$ cat config.mk
export PLATFORM = sky130hd
export DESIGN_NAME = sd_img_sched
export DESIGN_NICKNAME = d
export VERILOG_FILES = /design/src/rtl/sd_img_sched.sv
export SDC_FILE = /design/constraint.sdc
export NUM_CORES = 1
export LEC_CHECK = 0
export BUFFER_PORTS_ARGS = -buffer_cell sky130_fd_sc_hd__buf_2
export CORE_MARGIN = 10
export CORE_UTILIZATION = 55
export CTS_CLUSTER_SIZE = 40
export DETAILED_ROUTE_END_ITERATION = 16
export GPL_TIMING_DRIVEN = 0
export HOLD_SLACK_MARGIN = 0.06
export PLACE_DENSITY_LB_ADDON = 0.15
export SYNTH_ARGS = -nofsm -noshare
export SYNTH_HDL_FRONTEND = slang
export SYNTH_SLANG_ARGS = --single-unit
$ cat constraint.sdc
create_clock -name clk -period 3.5 [get_ports clk]
set_input_delay 0.35 -clock clk [delete_from_list [all_inputs] [get_ports clk]]
set_output_delay 0.35 -clock clk [all_outputs]
set_load 0.02 [all_outputs]
$ cat src/rtl/sd_img_sched.sv
// rtl/sd_img_sched.sv - multi-image SD-to-SDRAM slideshow scheduler
//
// Reads one image at a time from the SD controller user port, sector by
// sector, and streams the pixel words into the SDRAM write FIFO. Each
// 16-bit word is byte-swapped into RGB565 order. A write-address reload
// pulse precedes every image. Once an image is loaded, the block holds it
// for DWELL_CYC cycles and then fetches the next image. Images sit at a
// fixed sector stride and are visited cyclically, IMG_NUM of them.
//
// Optional feature macro: SD_IMG_HDR_SKIP_EN
//   defined   : the first HDR_WORDS words of each image (BMP header) are dropped
//   undefined : every valid word is written and HDR_WORDS is ignored
//
// Ports:
//   clk, rst              clock and synchronous active-high reset
//   start_en              level, high once SD and SDRAM init are done
//   base_sec_addr         sector address of image 0
//   img_sec_stride        sector distance between consecutive images
//   sd_sec_num            sectors per image
//   rd_busy               SD controller read busy
//   sd_rd_val_en/_data    SD read data strobe and word (first byte in [15:8])
//   rd_start_en           one-cycle sector read request
//   rd_sec_addr           registered sector address of the current request
//   sdram_wr_en/_data     registered SDRAM FIFO write strobe and pixel word
//   wr_load               one-cycle SDRAM write-address reload before each image
//   img_idx               index of the image being loaded or displayed
//   frame_done            one-cycle pulse when an image's last sector completes
module sd_img_sched #(
  parameter int IMG_NUM   = 4,
  parameter int HDR_WORDS = 27,
  parameter int DWELL_CYC = 150_000_000
) (
  input  logic        clk,
  input  logic        rst,
  input  logic        start_en,
  input  logic [31:0] base_sec_addr,
  input  logic [31:0] img_sec_stride,
  input  logic [15:0] sd_sec_num,
  input  logic        rd_busy,
  input  logic        sd_rd_val_en,
  input  logic [15:0] sd_rd_val_data,
  output logic        rd_start_en,
  output logic [31:0] rd_sec_addr,
  output logic        sdram_wr_en,
  output logic [15:0] sdram_wr_data,
  output logic        wr_load,
  output logic [3:0]  img_idx,
  output logic        frame_done
);

  localparam logic [3:0]  IMG_LAST   = 4'(IMG_NUM - 1);
  localparam logic [31:0] DWELL_LOAD = 32'(DWELL_CYC - 1);

  typedef enum logic [2:0] {
    S_IDLE, S_LOAD, S_ISSUE, S_WAIT_H, S_WAIT_L, S_NEXT, S_DWELL
  } state_t;

  state_t      state_q, state_d;
  logic [15:0] sec_cnt_q, sec_cnt_d;
  logic [15:0] sec_num_q, sec_num_d;
  logic [31:0] img_base_q, img_base_d;
  logic [3:0]  img_idx_q, img_idx_d;
  logic [31:0] dwell_q, dwell_d;
  logic [31:0] rd_addr_q, rd_addr_d;
  logic        wr_en_q, wr_en_d;
  logic [15:0] wr_data_q, wr_data_d;
  logic [31:0] base_now;
  logic        last_sec;
  logic [15:0] swapped;

  assign last_sec = (sec_cnt_q == sec_num_q - 16'd1);
  assign swapped  = {sd_rd_val_data[7:0], sd_rd_val_data[15:8]};

  always_ff @(posedge clk) begin
    if (rst) begin
      state_q    <= S_IDLE;
      sec_cnt_q  <= '0;
      sec_num_q  <= '0;
      img_base_q <= '0;
      img_idx_q  <= '0;
      dwell_q    <= '0;
      rd_addr_q  <= '0;
      wr_en_q    <= 1'b0;
      wr_data_q  <= '0;
    end else begin
      state_q    <= state_d;
      sec_cnt_q  <= sec_cnt_d;
      sec_num_q  <= sec_num_d;
      img_base_q <= img_base_d;
      img_idx_q  <= img_idx_d;
      dwell_q    <= dwell_d;
      rd_addr_q  <= rd_addr_d;
      wr_en_q    <= wr_en_d;
      wr_data_q  <= wr_data_d;
    end
  end

  always_comb begin
    state_d    = state_q;
    sec_cnt_d  = sec_cnt_q;
    sec_num_d  = sec_num_q;
    img_base_d = img_base_q;
    img_idx_d  = img_idx_q;
    dwell_d    = dwell_q;
    rd_addr_d  = rd_addr_q;
    // Image 0 always starts from the live base address, so a fresh start
    // after reset and a wrap both pick up the current base_sec_addr.
    base_now   = (img_idx_q == 4'd0) ? base_sec_addr : img_base_q;
    unique case (state_q)
      S_IDLE: if (start_en) state_d = S_LOAD;
      S_LOAD: begin
        sec_cnt_d  = '0;
        sec_num_d  = sd_sec_num;
        img_base_d = base_now;
        rd_addr_d  = base_now;
        state_d    = (sd_sec_num == 16'd0) ? S_NEXT : S_ISSUE;
      end
      S_ISSUE: state_d = S_WAIT_H;
      S_WAIT_H: if (rd_busy) state_d = S_WAIT_L;
      S_WAIT_L: begin
        if (!rd_busy) begin
          if (last_sec) begin
            state_d = S_NEXT;
          end else begin
            sec_cnt_d = sec_cnt_q + 16'd1;
            rd_addr_d = img_base_q + {16'd0, sec_cnt_q} + 32'd1;
            state_d   = S_ISSUE;
          end
        end
      end
      S_NEXT: begin
        dwell_d = DWELL_LOAD;
        state_d = S_DWELL;
      end
      S_DWELL: begin
        if (dwell_q != 32'd0) begin
          dwell_d = dwell_q - 32'd1;
        end else if (start_en) begin
          state_d = S_LOAD;
          if (img_idx_q == IMG_LAST) begin
            img_idx_d  = 4'd0;
            img_base_d = base_sec_addr;
          end else begin
            img_idx_d  = img_idx_q + 4'd1;
            img_base_d = img_base_q + img_sec_stride;
          end
        end else begin
          state_d = S_IDLE;
        end
      end
      default: state_d = S_IDLE;
    endcase
  end

  // Pulses are gated by rst so that a reset landing on a completion or
  // load cycle never leaks a stray strobe downstream.
  always_comb begin
    rd_start_en = 1'b0;
    wr_load     = 1'b0;
    frame_done  = 1'b0;
    if (!rst) begin
      rd_start_en = (state_q == S_ISSUE);
      wr_load     = (state_q == S_LOAD);
      // A zero-sector image reports completion from NEXT, right after LOAD.
      frame_done  = ((state_q == S_WAIT_L) && !rd_busy && last_sec) ||
                    ((state_q == S_NEXT) && (sec_num_q == 16'd0));
    end
  end

`ifdef SD_IMG_HDR_SKIP_EN
  localparam logic [15:0] HDR_LIM = 16'(HDR_WORDS);

  logic [15:0] hdr_cnt_q, hdr_cnt_d, hdr_now;

  // hdr_cnt runs across sector boundaries and stops at HDR_LIM.
  always_comb begin
    wr_en_d   = 1'b0;
    wr_data_d = wr_data_q;
    hdr_now   = (state_q == S_LOAD) ? 16'd0 : hdr_cnt_q;
    hdr_cnt_d = hdr_now;
    if (sd_rd_val_en) begin
      if (hdr_now < HDR_LIM) begin
        hdr_cnt_d = hdr_now + 16'd1;
      end else begin
        wr_en_d   = 1'b1;
        wr_data_d = swapped;
      end
    end
  end

  always_ff @(posedge clk) begin
    if (rst) hdr_cnt_q <= '0;
    else     hdr_cnt_q <= hdr_cnt_d;
  end
`else
  always_comb begin
    wr_en_d   = sd_rd_val_en;
    wr_data_d = sd_rd_val_en ? swapped : wr_data_q;
  end
`endif

  assign rd_sec_addr   = rd_addr_q;
  assign sdram_wr_en   = wr_en_q;
  assign sdram_wr_data = wr_data_q;
  assign img_idx       = img_idx_q;

endmodule

; Word level (Yosys, flattened, before mapping)
; Index checks and enable logic that the tools add are counted.
[op_classes]
n_addsub = 7
n_eq_ne = 15
mux = 25
bitwise_logic = 1
reduce_logical = 18
[ops]
columns = operator, n
row1 = 32-bit two-way mux, 7
row2 = 32-bit case mux with 2 select lines, 3
row3 = 32-bit by 1-bit adder with 32-bit output (second input constant), 1
row4 = 32-bit by 16-bit adder with 32-bit output, 1
row5 = 32-bit adder, 1
row6 = 16-bit logical NOT, 2
row7 = 16-bit two-way mux, 2
row8 = 16-bit case mux with 2 select lines, 1
row9 = 32-bit nonzero test, 1
row10 = 32-bit by 1-bit subtractor with 32-bit output (second input constant), 1
row11 = 3-bit case mux with 7 select lines, 1
row12 = 3-bit two-way mux, 6
row13 = 16-bit by 1-bit adder with 16-bit output (second input constant), 1
row14 = 16-bit equality test, 1
row15 = 16-bit by 1-bit subtractor with 16-bit output (second input constant), 1
row16 = 2-bit inequality test (second input constant), 7
row17 = 3-bit equality test (second input constant), 3
row18 = 3-bit AND reduction, 3
row19 = 3-bit by 2-bit equality test with 1-bit output (second input constant), 2
row20 = 2-bit nonzero test, 3
row21 = 4-bit by 1-bit adder with 4-bit output (second input constant), 1
row22 = 4-bit by 2-bit equality test with 1-bit output (second input constant), 1
row23 = 4-bit logical NOT, 1
row24 = 1-bit two-way mux, 4
row25 = other kinds (9), 11
[totals]
ff_bits = 152
in_bits = 101
out_inout_bits = 56
elab_cells = 75

; Longest topological paths before layout
; Gate-level depths: netlist of the first run.
[logic_depth]
ltp_word = 5
mapped_depth = 13
ltp_nobuf = 13

; Worst setup path after synthesis of the first run
; OpenSTA, ideal clock, no wires.
[synth_timing]
path_type = input to register
start = input img_sec_stride[0]
end = register img_base_q[24]
setup_time_ns = 0.070
arrival_ns = 2.896
t_required_ns = 3.430
slack_ns = 0.534
cell_stages = 12
n_path_buf = 0
cell_sequence = ha_1 -> inv_1 -> fa_1 -> nor2b_1 -> o31ai_1 -> a211oi_1 -> o211ai_1 -> a221o_1 -> o31a_1 -> nor2_1 -> mux2_2 -> a21oi_1
[synth_via]
elab_chain_len = 5
[synth_rtl]
columns = item, line_no
row1 = from (decl), 37  ; input logic [31:0] img_sec_stride,
row2 = 32-bit adder, 145  ; img_base_d = img_base_q + img_sec_stride;
row3 = 32-bit two-way mux, 140  ; if (img_idx_q == IMG_LAST) begin
row4 = 32-bit two-way mux, 138  ; end else if (start_en) begin
row5 = 32-bit two-way mux, 136  ; if (dwell_q != 32'd0) begin
row6 = 32-bit case mux with 2 select lines, 109  ; unique case (state_q)
row7 = to (signal assigned), 89  ; img_base_q <= img_base_d;
row8 = to (decl), 61  ; logic [31:0] img_base_q, img_base_d;
; No other way between the ends. The select of a mux whose other input is x is not followed.
; A chain may end at the register's enable or synchronous reset.

; Worst setup path in the final report of the first run
[layout_timing]
start = register img_base_q[7]
end = register img_base_q[25]
[layout_via]
elab_chain_len = 5
[layout_rtl]
columns = item, line_no
row1 = 32-bit adder, 145
row2 = 32-bit two-way mux, 140
row3 = 32-bit two-way mux, 138
row4 = 32-bit two-way mux, 136
row5 = 32-bit case mux with 2 select lines, 109
; No other way between the ends. The select of a mux whose other input is x is not followed.

==> metrics.md, run 1 <==
| Metric | Value |
|---|---|
| Status | complete, no violations |
| Worst Tran Pin Value | 1000 ps |
| Clock Sinks | 152 |
| Reg2reg end | img_base_q[25] |
| Fraction of layout cells with a size suffix above 1 | approximately 16% |
| Root Buffer | clkbuf_16 |
| Initial DRT Pass Iterations | 6 |
| Commonest cells after routing, fill and taps aside | 165 x nand2_1, 161 x buf_2, 156 x nor2_1, 152 x dfxtp_1, 133 x a21oi_1 |
| Clk_lat worst skew | 440 ps |
| Count of flip-flops with a built-in enable after synthesis | 0 |
| PD cells | 799 nW/um2 |
| Cell area after layout | 11900 um2 |
| Synth cell types | between 80 and 90 |
| Mean Syn Cell Area | 7.70 um2 |
| Syn Nets | about 1500 |
| Post-DRT Antenna Nets | 0 |
| PortBufs | 153 |
| Reg2Reg Depth | 10 |
| Period Utilization, post-route | 97.4% |
| Worst setup margin | 92.6 ps |
| Hold path endpoint | sdram_wr_data[2] |
| Post-synthesis instance total | 1322 |
| Initial antenna violation count | 0 |
| Yosys warnings | 0 |
| Setup crit end kind | register |
| Worst-path maximum fanout | 6 |
| Static leakage | 5.03 nW |
| Synth area leaders | dfxtp_1 30%, a21oi_1 6.6%, ha_1 6.4% |
| FFs w/ async S/R, synth | 0% |
| Routed wire length | ~35000 um |
| Drc violations | 0 |
| GRT Util Overall | between 20 and 30% |
| CTS Buf Count | 17 |
| HP Start | sd_rd_val_data[10] |
| R2r setup slk | just over 90 ps |
| Fin Hold WS | 145 ps |
| Largest area contributor in the netlist | dfxtp_1 |
| Final setup vio count | 0 |
| Seq cells post-synth | 152 |
| DP Area | 11200 um2 |
| CP required | 3840 ps |
| Via-to-Cell Ratio | 6.17 |
| Vias in the first global route | 10100 |
| Post-DP HPWL | 26700 um |
| Initial DRC count | 1069 |
| Filler cells | 1650 |
| Ys flop type | dfxtp_1 |
| Area share of the largest cell type after synthesis | 29.9% |
| Max Clock Skew | 12.9 ps |
| Final global-route overflow total | 0 |
| Crit path kind | reg -> reg |
| Core area | between 15000 and 20000 um2 |
| CP max stage delay | 580 ps |
| Max Cap Viol | 0 |
| Final slew viol count | 0 |
| Die ar. | 24300 um2 |
| # diodes | 0 |
| DIE HEIGHT | 156 um |
| Dpl ws | -167 ps |
| IO Pins | 157 |
| Rel. slew slack | 33.1% |
| Storage cell area | 3040 um2 |
| Commonest non-fill, non-tap cell in the layout | nand2_1 |
| Net total in the final layout | 1657 |
| Mapped cell area | approximately 10000 um2 |
| Multi-input combinational cell area | just under 7000 um2 |
| CTS Hold Bufs | 0 |
| First-pass GRT wire length | approximately 54000 um |
| GP Congestion | 0.990 |
| FF-to-FF Start | img_base_q[7] |
| CTS tree | yes |
| Tmin final | ~3400 ps |
| Worst-path clk slew | 70 ps |
| Crit-path cells | ha_1 -> and3_1 -> nor2b_1 -> a31oi_1 -> a2111oi_1 -> o41ai_2 -> o21ai_0 -> a21boi_1 -> o21ai_1 -> a311oi_1 |
| WL/cell | roughly 20 um |
| Hold Path Depth | 3 |
| Maximum vdd drop | 0.428 mV |
| P&R area growth vs syn | 17.1% |
| Row Count | 49 |
| Initial Utilization | 56.3% |
| Setup crit start kind | register |
| Largest net degree at the start of global routing | 17 |
| Crit-path slowest cell | o41ai_2 |
| Clock buffer depth | 2 |
| Sequential share of the synthesized area | between 20% and 30% |
| Chip width | 156 um |
| DR vias | ~11000 |
| Hold Crit Class | in -> reg |
| F_max | 293 MHz |
| H-tree depth | 4 |
| Hold Fails Final Rpt | 0 |
| Crit path DAT | 3740 ps |
[state kept, by name (all words and copies together), names as in the netlist]
register and count:
dwell_q 32, img_base_q 32, img_idx 4, rd_sec_addr 32
sdram_wr_data 16, sdram_wr_en 1, sec_cnt_q 16, sec_num_q 16
state_q 3
[cell type report]
class | count | area share [%]
clock buffers | 18 | 3.60
clock inverters | 14 | 1.31
plain buffers | 69 | 2.56
flip-flops and latches | 152 | 25.5
well taps | 229 | 2.40
multi-input cells | 1073 | 56.8
inverters | 28 | 0.882
repair buffers | 161 | 6.93
[cells in the mapped netlist (all sizes together), types with 20 or more instances]
| master | instances |
|---|---|
| dfxtp | 152 |
| nor4 | 27 |
| nand3 | 36 |
| inv | 26 |
| xnor2 | 61 |
| xor2 | 37 |
| a21o | 20 |
| o21ai | 56 |
| clkbuf | 53 |
| a211oi | 26 |
| nor2 | 158 |
| a21oi | 135 |
| nor3 | 49 |
| ha | 52 |
| mux2i | 23 |
| nand2 | 166 |
[where the power goes]
part / internal (mW) / switching [mW] / leakage, nW
Clock: 1.01 / 0.857 / 0.281
Sequential: 2.14 / 0.486 / 1.24
Combinational: 1.92 / 3.11 / 3.50
[layer usage]
| layer | global-route usage, % | vias to the layer above | part of all wire (%) |
|---|---|---|---|
| met5 | 1.24 | - | 0.098 |
| met4 | 11.8 | 2 | 3.3 |
| met3 | 6.67 | 85 | 11 |
| met2 | 41.4 | 551 | 43 |
| met1 | 36.7 | 4941 | 43 |
| li1 | - | 5180 | - |
[worst max-delay path: cells and delay by family, from the launching register on]
kind | cells | cell delay [ps]
compound gates | 7 | 2070
flops | 1 | 540
fa+ha+maj | 1 | 380
simple gates | 2 | 320
[cell families after synthesis]
kind of cell               count (synthesis)  synth area share, %
xor gates and xnor gates                  98                 8.43
buffers and inverters                     97                 4.02
and+or+nand+nor                          536                 25.3
DFF                                      152                 29.9
muxes                                     24                 2.37
adders and majority gates                 54                 6.79
AOI/OAI and AO/OA                        361                 23.2
[how the worst max path moves through the flow]
stage / slack, ps / startpoint / to / cells after the start
final: 90 / img_base_q[7] / img_base_q[25] / 10
after global routing: -3 / img_base_q[0] / img_base_q[24] / 12
after CTS: 60 / sec_num_q[0] / frame_done / 10
after detailed placement: -170 / img_sec_stride[1] / img_base_q[25] / 11
after global placement: -180 / img_sec_stride[1] / img_base_q[25] / 11
after floorplan: 530 / img_sec_stride[0] / img_base_q[24] / 12
[metrics by stage]
step	total power, mW	instances	TNS, ps	utilization (%)
after floorplan	6.10	1322	0	-
after global placement	7.35	1704	-182	62.1
after detailed placement	7.43	1704	-167	62.1
after CTS	9.31	1736	0	65.4
after global routing	10.1	1744	-2.90	65.9
final	9.53	1744	0	65.9
[timing repair]
item	in CTS	in global routing
setup endpoints to repair	4	62
hold endpoints to repair	0	0
resized for setup	2	11
pin swaps	0	6
buffers inserted	0	8
Power figures use the tool's default switching activity.
==> run 2: changes to the inputs <==
--- a/config.mk
+++ b/config.mk
@@ -6,8 +6,10 @@
 export NUM_CORES = 1
 export LEC_CHECK = 0
 export BUFFER_PORTS_ARGS = -buffer_cell sky130_fd_sc_hd__buf_2
+export CELL_PAD_IN_SITES_DETAIL_PLACEMENT = 0
+export CELL_PAD_IN_SITES_GLOBAL_PLACEMENT = 1
 export CORE_MARGIN = 10
-export CORE_UTILIZATION = 55
+export CORE_UTILIZATION = 43
 export CTS_CLUSTER_SIZE = 40
 export DETAILED_ROUTE_END_ITERATION = 16
 export GPL_TIMING_DRIVEN = 0
==> constraint.sdc (replaced) <==
create_clock -name clk -period 3.5 [get_ports clk]
set_input_delay 0.35 -clock clk [delete_from_list [all_inputs] [get_ports clk]]
set_output_delay 0.35 -clock clk [all_outputs]
set_load 0.05 [all_outputs]
==> run 2 against run 1 <==
Core utilization fell by 15 points; final cell count is 4.9% higher; combinational power grew 6.9%; largest cell class unchanged; total power is 2.8% higher; count of clock-buffer cells in the layout shrank 1; critical path type unchanged; non-clock buffer count shrank 3; routed wire length up 4.2%; design area is 0.79% higher; fmax is 2.2% higher; register-to-register slack better by 70 ps.
==> metrics.md, run 2 (synthesized netlist as in run 1, its figures left out) <==
| Metric | Value |
|---|---|
| Commonest non-fill, non-tap cell in the layout | nand2_1 |
| GRT Util Overall | 23.1% (-4.4 points) |
| CTS tree | yes |
| Non-filler instance count after layout | 1830 (+4.9%) |
| Fraction of layout cells with a size suffix above 1 | 16.5% (+0.37 points) |
| Setup crit start kind | register |
| Commonest cells after routing, fill and taps aside | 165 x nand2_1, 161 x buf_2, 156 x nor2_1, 151 x dfxtp_1, 133 x a21oi_1 |
| Final setup vio count | 0 (unchanged) |
| Setup crit end kind | register |
| Placed insts | 1794 (+5.3%) |
| RSZ-0062 raised after global routing | true |
| # diodes | 0 (unchanged) |
| Maximum vdd drop | 0.393 mV (-8.2%) |
| CP required | 3840 ps (about the same) |
| IO Pins | 157 (unchanged) |
| Initial DRT Pass Iterations | 7 (+1) |
| Hold Path Depth | 3 (unchanged) |
| Via-to-Cell Ratio | 5.77 (-6.5%) |
| CTS Hold Bufs | 0 (unchanged) |
| Net total in the final layout | 1654 (-0.18%) |
| First-pass GRT wire length | 56300 um (+4.9%) |
| Initial Utilization | 43.5% (-13 points) |
| HP Start | sd_rd_val_data[9] |
| Crit path DAT | 3670 ps (-70 ps) |
| Met3 routed WL | 2830 um (-24%) |
| R2r setup slk | 170 ps (+70 ps) |
| Initial DRC count | 1020 (-4.6%) |
| WL/cell | 19.8 um (-0.69%) |
| PD cells | 815 nW/um2 (+2.0%) |
| Period Utilization, post-route | 95.2% (-2.1 points) |
| Worst setup margin | 167 ps (+74.9 ps) |
| Chip width | 174 um (+11%) |
| Crit path kind | reg -> reg |
| F_max | 300 MHz (+2.2%) |
| Core area | 23400 um2 (+29%) |
| Final slew viol count | 0 (unchanged) |
| Row Count | 56 (+14%) |
| Worst-path maximum fanout | 6 (unchanged) |
| Util after Layout | 51.3% (-15 points) |
| CTS Buf Count | 17 (unchanged) |
| Reg2reg end | img_base_q[25] |
| Status | complete, no violations |
| Crit-path slowest cell | dfxtp_1 |
| GP Congestion | 0.939 (-5.2%) |
| FF-to-FF Start | img_base_q[7] |
| DIE HEIGHT | 174 um (+11%) |
| Worst Tran Pin Value | 1070 ps (+65.6 ps) |
| Crit-path cells | ha_1 -> and3_1 -> nor2b_1 -> a31oi_1 -> a2111oi_2 -> o41ai_2 -> o21ai_0 -> a21boi_1 -> o21ai_1 -> a311oi_1 |
| Largest net degree at the start of global routing | 17 (unchanged) |
| Drc violations | 0 (unchanged) |
| Hold Fails Final Rpt | 0 (unchanged) |
| Total power | 9.80 mW (+2.8%) |
| Clk_lat worst skew | 430 ps (about the same) |
| Clock Sinks | 152 (unchanged) |
| Tmin final | 3330 ps (-74.9 ps) |
| Die ar. | 30200 um2 (+24%) |
| Vias in the first global route | 9869 (-1.8%) |
| Reg2Reg Depth | 10 (unchanged) |
| Highest metal used | met4 |
| Clock buffer depth | 2 (unchanged) |
| Dpl ws | -303 ps (-135 ps) |
| Final global-route overflow total | 0 (unchanged) |
| Filler cells | 2453 (+49%) |
| Root Buffer | clkbuf_16 |
| PortBufs | 153 (unchanged) |
| Initial antenna violation count | 0 (unchanged) |
| Worst-path clk slew | 70 ps (about the same) |
| Met2 routed WL | 15900 um (+6.3%) |
| DR vias | 10600 (-1.9%) |
| Hold Crit Class | in -> reg |
| Routed wire length | 36100 um (+4.2%) |
| H-tree depth | 4 (unchanged) |
| P&R area growth vs syn | 18.0% |
| Post-DP HPWL | 28400 um (+6.1%) |
| Routed metal-1 wirelength | 16500 um (+11%) |
| Static leakage | 5.00 nW (-0.45%) |
| CP max stage delay | 510 ps (-70 ps) |
| Max Clock Skew | 10.3 ps (-2.60 ps) |
| Max Cap Viol | 0 (unchanged) |
| Post-DRT Antenna Nets | 0 (unchanged) |
| Hold path endpoint | sdram_wr_data[1] |
| Rel. slew slack | 28.8% (-4.4 points) |
run 2: timing repair:
action | 4_1_cts | 5_1_grt
setup endpoints to repair | 8 | 63
resized for setup | 4 | 21
buffers inserted | 0 | 5
pin swaps | 0 | 9
run 2: cell type report:
cell class                      instances  area (um2)  share of cell area, %
Timing Repair Buffer                  158         806                   6.71
Multi-Input combinational cell       1073        6800                   56.6
Clock inverter                         14         125                   1.04
Tap cell                              319         399                   3.32
Inverter                               28         105                  0.875
Buffer                                 69         307                   2.55
Clock buffer                           17         425                   3.54
Sequential cell                       152        3040                   25.3
run 2: worst max-delay path: cells and delay by family (launching register included):
kind,cells,cell delay [ps]
compound gates,7,2060
flops,1,510
fa+ha+maj,1,370
simple gates,2,320
run 2: routing by layer:
metal | vias to the layer above | track usage [%]
li1 | 5189 | -
met1 | 4894 | 32.0
met2 | 417 | 35.2
met3 | 59 | 4.42
met4 | 0 | 7.41
met5 | - | 0
run 2: power by group:
group	total, mW	switching (mW)	leakage [nW]	internal, mW
sequential	2.63	0.496	1.24	2.14
combinational	5.39	3.46	3.50	1.93
clock	1.77	0.842	0.260	0.933
run 2: worst max-delay path by stage:
| stage | slack (ps) | end | cells past startpoint | startpoint |
|---|---|---|---|---|
| 2_1_floorplan | 530 | img_base_q[24] | 12 | img_sec_stride[0] |
| 3_3_place_gp | -340 | img_base_q[25] | 11 | img_sec_stride[1] |
| 3_5_place_dp | -300 | img_base_q[25] | 11 | img_sec_stride[1] |
| 4_1_cts | 30 | rd_sec_addr[16] | 10 | sec_num_q[2] |
| 5_1_grt | -90 | img_base_q[25] | 10 | img_base_q[7] |
| 6_report | 170 | img_base_q[25] | 10 | img_base_q[7] |
run 2: per-stage QoR:
stage | setup TNS, ps | cell area (um2) | hold WS (ps)
detailed placement | -598 | 11300 | 445
CTS | 0 | 11900 | 140
global placement | -555 | 11300 | 439
finish | 0 | 12000 | 150
floorplan | 0 | 10200 | 457
global route | -94.1 | 12000 | 151
==> run 3: changes to the inputs <==
--- a/config.mk
+++ b/config.mk
@@ -5,11 +5,12 @@
 export SDC_FILE = /design/constraint.sdc
 export NUM_CORES = 1
 export LEC_CHECK = 0
+export ABC_AREA = 1
 export BUFFER_PORTS_ARGS = -buffer_cell sky130_fd_sc_hd__buf_2
 export CELL_PAD_IN_SITES_DETAIL_PLACEMENT = 0
 export CELL_PAD_IN_SITES_GLOBAL_PLACEMENT = 1
 export CORE_MARGIN = 10
-export CORE_UTILIZATION = 43
+export CORE_UTILIZATION = 41
 export CTS_CLUSTER_SIZE = 40
 export DETAILED_ROUTE_END_ITERATION = 16
 export GPL_TIMING_DRIVEN = 0
==> run 3 against run 2 <==
Core utilization decreased by 3.5 points; routed wire length increased by 27%; count of clock-buffer cells in the layout increased by 1; setup slack improved by 60 ps; critical path type is now reg -> out; largest cell class unchanged; sequential power decreased by 18%; via count increased by 28%; combinational power decreased by 52%.
==> metrics.md, run 3 <==
| Metric | Value |
|---|---|
| Post-DP HPWL | 37600 um (+33%) |
| Chip width | 190 um (+9.5%) |
| Clock Sinks | 152 (unchanged) |
| Cell-internal power | 3.69 mW (-26%) |
| Initial antenna violation count | 4 (+4) |
| WP depth | 8 (-2) |
| Drc violations | 0 (unchanged) |
| Mapped cell area | 11900 um2 (+17%) |
| Worst Tran Pin Value | 864 ps (-203 ps) |
| Seq cells post-synth | 152 (unchanged) |
| Routed wire length | 45700 um (+27%) |
| Die ar. | 36300 um2 (+20%) |
| Count leader, synth | nand2_1 |
| First-pass GRT wire length | 71800 um (+27%) |
| P&R area growth vs syn | 15.4% |
| Non-filler instance count after layout | 2532 (+38%) |
| Crit path kind | reg -> out |
| Commonest non-fill, non-tap cell in the layout | nand2_1 |
| Comb power frac | 39.7% (-15 points) |
| Tmin final | 3270 ps (-60.3 ps) |
| Area share of the largest cell type after synthesis | 25.5% (-4.4 points) |
| Net switching power | 2.87 mW (-40%) |
| Sequential share of the synthesized area | 25.5% (-4.4 points) |
| CTS Hold Bufs | 0 (unchanged) |
| Hold Fails Final Rpt | 0 (unchanged) |
| PD cells | 477 nW/um2 (-41%) |
| Crit-path slowest cell | clkbuf_1 |
| Synth top cells by count | 439 x nand2_1, 307 x nor2_1, 172 x a21oi_1, 167 x inv_1, 167 x nand3_1 |
| F_max | 306 MHz (+1.8%) |
| Sw Share | 43.8% (-5.2 points) |
| Ys flop type | dfxtp_1 |
| Clk_lat worst skew | 450 ps (+20 ps) |
| CP max stage delay | 470 ps (-40 ps) |
| DR vias | 13500 (+28%) |
| Maximum vdd drop | 0.326 mV (-17%) |
| Initial Utilization | 41.5% (-2.0 points) |
| Initial DRT Pass Iterations | 6 (-1) |
| Fraction of layout cells with a size suffix above 1 | 12.1% (-4.5 points) |
| PortBufs | 156 (+2.0%) |
| DIE HEIGHT | 190 um (+9.5%) |
| Crit path max-delay family | buffers and inverters |
| Yosys warnings | 0 (unchanged) |
| Worst-path clk slew | 80 ps (about the same) |
| Cell area after layout | 13700 um2 (+14%) |
| Final slew viol count | 0 (unchanged) |
| Part of the power in registers | 32.9% (+6.0 points) |
| DP Area | 13200 um2 (+16%) |
| CP required | 3150 ps (-690 ps) |
| HP Start | sd_rd_val_data[12] |
| Rel. slew slack | 42.4% (+14 points) |
| Worst path buffer plus inverter count | 4 (+4) |
| IO Pins | 157 (unchanged) |
| WL/cell | 18.1 um (-8.5%) |
| H-tree depth | 4 (unchanged) |
| Setup crit start kind | register |
| RSZ-0062 raised after global routing | false |
| Core area | 28700 um2 (+23%) |
| Net total in the final layout | 2290 (+38%) |
| Count of flip-flops with a built-in enable after synthesis | 0 (unchanged) |
| Crit-path cells | inv_2 -> nor3_1 -> clkbuf_1 -> clkbuf_2 -> nand4_1 -> o21a_1 -> nor2_1 -> clkbuf_4 |
| Period Utilization, post-route | 93.5% (-1.7 points) |
| Root Buffer | clkbuf_16 |
| Via-to-Cell Ratio | 5.33 (-7.6%) |
| Max Clock Skew | 19.1 ps (+8.81 ps) |
| Vias in the first global route | 12800 (+30%) |
| Final setup vio count | 0 (unchanged) |
| FFs w/ async S/R, synth | 0% (unchanged) |
| Synth area leaders | dfxtp_1 26%, nand2_1 14%, nor2_1 9.7% |
| # diodes | 0 (unchanged) |
| Post-DRT Antenna Nets | 0 (unchanged) |
| Mean Syn Cell Area | 6.08 um2 (-21%) |
| Post-synthesis instance total | 1959 (+48%) |
| Max Cap Viol | 0 (unchanged) |
| Clock buffer depth | 2 (unchanged) |
| FF-to-FF Start | sec_cnt_q[0] |
| Reg2Reg Depth | 15 (+5) |
| Syn Nets | 2114 (+43%) |
| Synth cell types | 45 (-46%) |
| Static leakage | 6.21 nW (+24%) |
| GP Congestion | 0.944 (+0.59%) |
| Largest area contributor in the netlist | dfxtp_1 |
| Hold Crit Class | in -> reg |
| GRT Util Overall | 24.9% (+1.8 points) |
| Total power | 6.56 mW (-33%) |
| Largest net degree at the start of global routing | 17 (unchanged) |
| CTS tree | yes |
| Clock Power Share | 27.5% (+9.4 points) |
| Setup_tns | 0 ps (unchanged) |
| Crit path DAT | 2920 ps (-750 ps) |
| Initial DRC count | 1123 (+10%) |
| Worst-path maximum fanout | 10 (+4) |
| CP Launch Point | state_q[2] |
| Status | complete, no violations |
| CTS Buf Count | 17 (unchanged) |
| Placed insts | 2499 (+39%) |
| Commonest cells after routing, fill and taps aside | 439 x nand2_1, 307 x nor2_1, 172 x a21oi_1, 167 x inv_1, 167 x nand3_1 |
| Setup crit end kind | output port |
| Hold Path Depth | 3 (unchanged) |
| Row Count | 62 (+11%) |
| Final global-route overflow total | 0 (unchanged) |
==> run 3: cell types whose count changed after synthesis, sizes merged, moves of 31 or more <==
| cell | change |
|---|---|
| nand2 | +281 |
| nor2 | +157 |
| inv | +149 |
| nand3 | +131 |
| o21ai | +103 |
| a21oi | +37 |
| xnor2 | -37 |
| or2 | +31 |
==> run 3: kinds of logic (layout without fill, tap and decap cells) <==
kind of cell | count (synthesis) | count (layout) | share of synthesized area [%]
buffers and inverters | 246 | 435 | 8.09
AOI/OAI and AO/OA | 386 | 386 | 17.3
muxes | 11 | 11 | 0.924
adders and majority gates | 54 | 54 | 5.80
DFF | 152 | 152 | 25.5
xor gates and xnor gates | 64 | 64 | 4.71
and+or+nand+nor | 1046 | 1046 | 37.6
==> run 3: worst register-to-register path: stages, from the launching register on <==
cell	delay [ps]
dfxtp_1	490
inv_1	120
ha_1	240
inv_1	100
fa_1	210
nand3_1	70
nand2_1	110
a21oi_1	130
o21ai_0	430
nand2_1	180
a21boi_0	410
nand3_1	120
nand3_1	100
nand2_1	70
nor2_1	110
nor2_1	60
==> run 3: path summary, 6_finish.rpt <==
kind,slack (ps),end
worst min register to register,460,rd_sec_addr[10]
worst max register to register,430,rd_sec_addr[28]
worst max-delay path,230,frame_done
worst min-delay path,130,sdram_wr_data[4]
==> run 3: power by group through the flow <==
stage               sequential [mW]  combinational, mW  clock, mW
floorplan                      2.34               1.64          0
global placement               2.17               2.56          0
detailed placement             2.18               2.57          0
CTS                            2.14               2.58       1.83
global route                   2.17               2.92       1.89
finish                         2.16               2.60       1.80
==> run 3: metal layers <==
layer / up-vias / share of wire [%] / track usage [%]
met3: 61 / 7.4 / 5.16
met1: 6131 / 48 / 34.8
met2: 453 / 43 / 37.7
met4: 8 / 2.2 / 7.09
met5: - / 0.11 / 0
li1: 6842 / - / -
==> run 3: final cells by class <==
cell class	instances	area, um2
buffer	67	293
clock buffer	18	439
clock inverter	14	119
fill	3226	15000
inverter	179	672
multi-input combinational	1561	7910
sequential	152	3040
tap	384	480
timing repair buffer	157	791
==> run 3: per-stage QoR <==
step / utilization (%) / setup WS, ps / hold slack, ps
floorplan: - / 845 / 443
global placement: 45.9 / 256 / 444
detailed placement: 45.9 / 270 / 449
CTS: 47.8 / 128 / 119
global route: 47.9 / 82.0 / 128
finish: 47.9 / 228 / 133
==> run 3: what timing repair did <==
| item | in CTS | in global routing |
|---|---|---|
| pin swaps | 0 | 1 |
| resized for setup | 1 | 1 |
| endpoints found under the setup margin | 1 | 1 |
| setup buffers | 0 | 1 |
